===== config.mk =====
export PLATFORM = sky130hd
export DESIGN_NAME = score_scan_ctrl
export DESIGN_NICKNAME = d
export VERILOG_FILES = /design/src/rtl/score_scan_ctrl.sv
export SDC_FILE = /design/constraint.sdc
export NUM_CORES = 1
export LEC_CHECK = 0
export CAP_MARGIN = 20
export CORE_MARGIN = 1
export CORE_UTILIZATION = 30
export CTS_CLUSTER_DIAMETER = 120
export DETAILED_ROUTE_END_ITERATION = 12
export GPL_TIMING_DRIVEN = 0
export PLACE_DENSITY = 0.59
export SYNTH_ARGS = -nofsm -noshare
export SYNTH_HDL_FRONTEND = slang
export SYNTH_SLANG_ARGS = --single-unit

===== constraint.sdc =====
create_clock -name clk -period 1.8 [get_ports clk]
set_input_delay 0.45 -clock clk [delete_from_list [all_inputs] [get_ports clk]]
set_output_delay 0.45 -clock clk [all_outputs]
set_load 0.05 [all_outputs]

===== src/rtl/score_scan_ctrl.sv =====
// Pong score controller: two 0..7 scores, PLAY/OVER game FSM and a time-multiplexed
// 7-segment scan sharing one hexa7seg decoder. Optional macro BLINK_WINNER_EN blinks the winner.

module hexa7seg (
  input  logic [3:0] hex,
  output logic [6:0] seg
);
  // Active-low segments, bit order {g,f,e,d,c,b,a}
  always_comb begin
    seg = 7'b1111111;
    unique case (hex)
      4'h0: seg = 7'b1000000;
      4'h1: seg = 7'b1111001;
      4'h2: seg = 7'b0100100;
      4'h3: seg = 7'b0110000;
      4'h4: seg = 7'b0011001;
      4'h5: seg = 7'b0010010;
      4'h6: seg = 7'b0000010;
      4'h7: seg = 7'b1111000;
      4'h8: seg = 7'b0000000;
      4'h9: seg = 7'b0010000;
      4'ha: seg = 7'b0001000;
      4'hb: seg = 7'b0000011;
      4'hc: seg = 7'b1000110;
      4'hd: seg = 7'b0100001;
      4'he: seg = 7'b0000110;
      4'hf: seg = 7'b0001110;
      default: seg = 7'b1111111;
    endcase
  end
endmodule

module score_scan_ctrl #(
  parameter int unsigned SCAN_DIV  = 50000,
  parameter int unsigned WIN_SCORE = 7,
  parameter int unsigned BLINK_DIV = 25000000
) (
  input  logic       clk,
  input  logic       reset,
  input  logic       goal_p1,
  input  logic       goal_p2,
  input  logic       restart,
  output logic [6:0] seg,
  output logic [1:0] an,
  output logic [2:0] score_p1,
  output logic [2:0] score_p2,
  output logic       game_over,
  output logic [1:0] winner
);
  localparam logic PLAY = 1'b0;
  localparam logic OVER = 1'b1;

  localparam int unsigned ScanW = $clog2(SCAN_DIV);
  localparam logic [ScanW-1:0] ScanLast = ScanW'(SCAN_DIV - 1);
  localparam logic [2:0] WinVal = 3'(WIN_SCORE);

  logic             state_q, state_d;
  logic [2:0]       p1_q, p1_d, p2_q, p2_d;
  logic [1:0]       winner_q, winner_d;
  logic [ScanW-1:0] presc_q;
  logic             scan_q;
  logic [6:0]       dec_seg;
  logic             blank;

  // Increments only happen in PLAY where scores are below WinVal, so no wrap is possible.
  always_comb begin
    state_d  = state_q;
    p1_d     = p1_q;
    p2_d     = p2_q;
    winner_d = winner_q;
    if (restart) begin
      state_d  = PLAY;
      p1_d     = 3'd0;
      p2_d     = 3'd0;
      winner_d = 2'b00;
    end else if (state_q == PLAY) begin
      if (goal_p1) begin
        p1_d = p1_q + 3'd1;
        if (p1_d == WinVal) begin
          state_d  = OVER;
          winner_d = 2'b01;
        end
      end else if (goal_p2) begin
        p2_d = p2_q + 3'd1;
        if (p2_d == WinVal) begin
          state_d  = OVER;
          winner_d = 2'b10;
        end
      end
    end
  end

  always_ff @(posedge clk) begin
    if (reset) begin
      state_q  <= PLAY;
      p1_q     <= 3'd0;
      p2_q     <= 3'd0;
      winner_q <= 2'b00;
    end else begin
      state_q  <= state_d;
      p1_q     <= p1_d;
      p2_q     <= p2_d;
      winner_q <= winner_d;
    end
  end

  // Scan prescaler free-runs regardless of game state or restart.
  always_ff @(posedge clk) begin
    if (reset) begin
      presc_q <= '0;
      scan_q  <= 1'b0;
    end else if (presc_q == ScanLast) begin
      presc_q <= '0;
      scan_q  <= ~scan_q;
    end else begin
      presc_q <= presc_q + ScanW'(1);
    end
  end

`ifdef BLINK_WINNER_EN
  localparam int unsigned BlinkW = (BLINK_DIV > 1) ? $clog2(BLINK_DIV) : 1;
  localparam logic [BlinkW-1:0] BlinkLast = BlinkW'(BLINK_DIV - 1);

  logic [BlinkW-1:0] blink_cnt_q;
  logic              blink_q;

  always_ff @(posedge clk) begin
    if (reset || restart || (state_q == PLAY && state_d == OVER)) begin
      blink_cnt_q <= '0;
      blink_q     <= 1'b0;
    end else if (state_q == OVER) begin
      if (blink_cnt_q == BlinkLast) begin
        blink_cnt_q <= '0;
        blink_q     <= ~blink_q;
      end else begin
        blink_cnt_q <= blink_cnt_q + BlinkW'(1);
      end
    end
  end

  assign blank = blink_q && ((!scan_q && winner_q == 2'b01) || (scan_q && winner_q == 2'b10));
`else
  assign blank = 1'b0;
`endif

  hexa7seg u_dec (
    .hex (scan_q ? {1'b0, p2_q} : {1'b0, p1_q}),
    .seg (dec_seg)
  );

  assign seg       = blank ? 7'b1111111 : dec_seg;
  assign an        = scan_q ? 2'b01 : 2'b10;
  assign score_p1  = p1_q;
  assign score_p2  = p2_q;
  assign game_over = (state_q == OVER);
  assign winner    = winner_q;
endmodule

==> run metrics <==
status=complete, but fails checks; failing checks=setup timing; fin area=approximately 0.0019 mm^2; most frequent cells in the layout=28 x nor2_1, 18 x dfxtp_1, 16 x xnor2_1, 10 x buf_4, 9 x dlygate4sd2_1; die height=69.1 um; CTS Buf Count=3; min setup slack post-route=-0.314 ns; remaining global-route overflow=0; Vias=between 1000 and 1500; Leakage=0.751 nW; hold path start=presc_q[0]$_SDFF_PP0_; Core Rows=24; number of global-route vias before repair=1011; final net count=approximately 200; die area=~0.0048 mm^2; DRC viols=0; H-tree depth=1; Iteration-0 DRC Markers=28; number of max-cap violations=0; final clock skew=0.0111 ns; Rel. slew slack=0.670; HPWL Detailed=approximately 1.9 mm; Synth Cell Area=about 0.0014 mm^2; Longest Clk Path Bufs=2; final period utilization=1.17; Pwr Density=566 mW/mm^2; CP Capture Type=primary output; FILL cells=422; share of the synthesized area in the top cell type=0.386; # IOs=23; first-pass GRT wire length=about 4.5 mm; count of buffers from port buffering=22; clock slew at reported path FFs=around 0.090 ns; Max FO, Critical Path=5; Slew @ Worst Pin=about 0.50 ns; fin. max-slew vios=0; Hold-fix buffers, CTS=0; initial antenna violation count=0; HP Class=flip-flop to flip-flop; worst skew pair latency=~0.27 ns; dpl cell area=roughly 0.0018 mm^2; Routed WL=around 2.6 mm; placer congestion estimate=0.756; Core ar.=approximately 0.0044 mm^2; Fmax=between 0.4 and 0.5 GHz; WL per Instance=10.9 um; Die Width=69.1 um; crit path time final=between 2 and 2.5 ns; CTS tree=yes; Hold WS=between 0.4 and 0.5 ns; Sum Neg Setup Slack=-1.95 ns; layout cell share with drive strength beyond 1=0.303; Via density=~4.6; Crit path required time=1.35 ns; register bit total from synthesis=26; Worst R2R Start=presc_q[8]$_SDFF_PP0_; Routed Antenna Nets=0; drt pass-1 iters=4; Finished Layout Cells=237; Yosys top cell by area=dfxtp_1; Seq/Total Area, Yosys=0.386; n_diodes=0; Syn-to-layout area delta=41.5%; Hold Vio Cnt, Final=0; Syn Area/Cell=8.94 um^2; Crit. Startpoint=scan_q$_SDFFE_PP0N_; root buffer cell=clkbuf_8; Global Route Usage Sum=0.114; Synthesized Nets=166; Util after Layout=0.439; RSZ-0062 raised after global routing=true; final setup fails=7; Peak supply drop=around 0.44 mV; TritonCTS Sinks=26; largest net degree at the start of global routing=15; Starting Density=0.310; Startpoint Class=flip-flop; Synth warnings=0; count of cell types in the netlist=33; main area contributors after synthesis=dfxtp_1 39%, xnor2_1 10%, ha_1 9.3%, nor2_1 7.8%, xor2_1 3.2%; crit path kind=flip-flop to primary output; Worst EP arrival=around 1.7 ns; leading cell type in the layout, fill and taps excluded=nor2_1; cell count after synthesis=~150; Cell Count Post-Placement=225
## critical path: stages (launching register included)
cell and delay, ns:
dfxtp_2 0.35, buf_8 0.13, mux2_4 0.35, inv_4 0.08, ha_4 0.20, o21ai_4 0.11
buf_6 0.17
## Yosys cell counts
cell      count
a211oi_1      2
and2_1        2
or2_1         1
xor2_1        5
nor2_1       28
dfxtp_1      26
and3b_1       1
nand4b_1      2
or4bb_1       1
nand2_1       9
nor3_1        3
and3_1        1
nor4_2        1
o21bai_1      1
nor2b_1       1
a21oi_1       2
mux2_2        2
nor4_1        4
mux2i_1       3
nor3b_1       1
o21ai_0       4
or2_2         1
buf_12        1
nand4_1       3
or4_4         1
buf_6         1
nand2b_1      1
nand3_1       5
ha_1         10
buf_4         1
clkbuf_1      2
xnor2_1      16
inv_1         9
## layer usage
layer / vias up / routed length [um] / track usage
li1: 571 / - / -
met1: 493 / 1150 / 0.132
met2: 24 / 1300 / 0.205
met3: 2 / 118 / 0.0365
met4: 0 / 19 / 0.0204
met5: - / 0 / 0
## where the power goes
part / internal (mW) / switching, mW / leakage, nW
clock: 0.158 / 0.173 / 0.0228
combinational: 0.0703 / 0.0871 / 0.513
sequential: 0.581 / 0.0116 / 0.215
## kinds of logic (layout without fill, tap and decap cells)
| logic type | after synthesis | after routing | share of synthesized area |
|---|---|---|---|
| XOR/XNOR | 21 | 21 | 0.136 |
| multiplexers | 5 | 5 | 0.0389 |
| adder cells (fa/ha/maj) | 10 | 10 | 0.0927 |
| buffers and inverters | 14 | 48 | 0.0593 |
| AND/OR/NAND/NOR | 66 | 66 | 0.248 |
| AO/OA/AOI/OAI | 9 | 9 | 0.0389 |
| flip-flops | 26 | 26 | 0.386 |
## what timing repair did
item                       4_1_cts  5_1_grt
setup endpoints to repair       28       18
setup buffers                    4        4
pin swaps                        0        2
resized for setup               67       12
## registers in the layout (all words and copies together), names as in the netlist
name       cells
presc_q       16
score_p1       3
scan_q         1
score_p2       3
game_over      1
winner         2
## worst paths after layout
kind / endpoint / slack [ns] / cells after the start
min: presc_q[0]$_SDFF_PP0_ / 0.47 / 1
max reg2reg: presc_q[14]$_SDFF_PP0_ / 0.04 / 6
max: seg[3] / -0.31 / 6
min reg2reg: presc_q[0]$_SDFF_PP0_ / 0.47 / 1
## layout make-up
type / count / area, um^2 / area share
clock buffers: 4 / 45.0 / 0.0236
plain buffers: 5 / 57.6 / 0.0301
flip-flops and latches: 26 / 538 / 0.282
inverters: 9 / 36.3 / 0.0190
well taps: 52 / 65.1 / 0.0341
repair buffers: 30 / 278 / 0.145
multi-input cells: 111 / 891 / 0.466
## per-stage QoR
stage               setup WS (ns)  power, mW
floorplan                 -0.0368      0.714
global placement           -0.686      0.754
detailed placement         -0.699      0.757
CTS                        -0.356       1.10
global route               -0.380       1.15
finish                     -0.314       1.08
No activity file was read; power rests on OpenSTA's default activity.
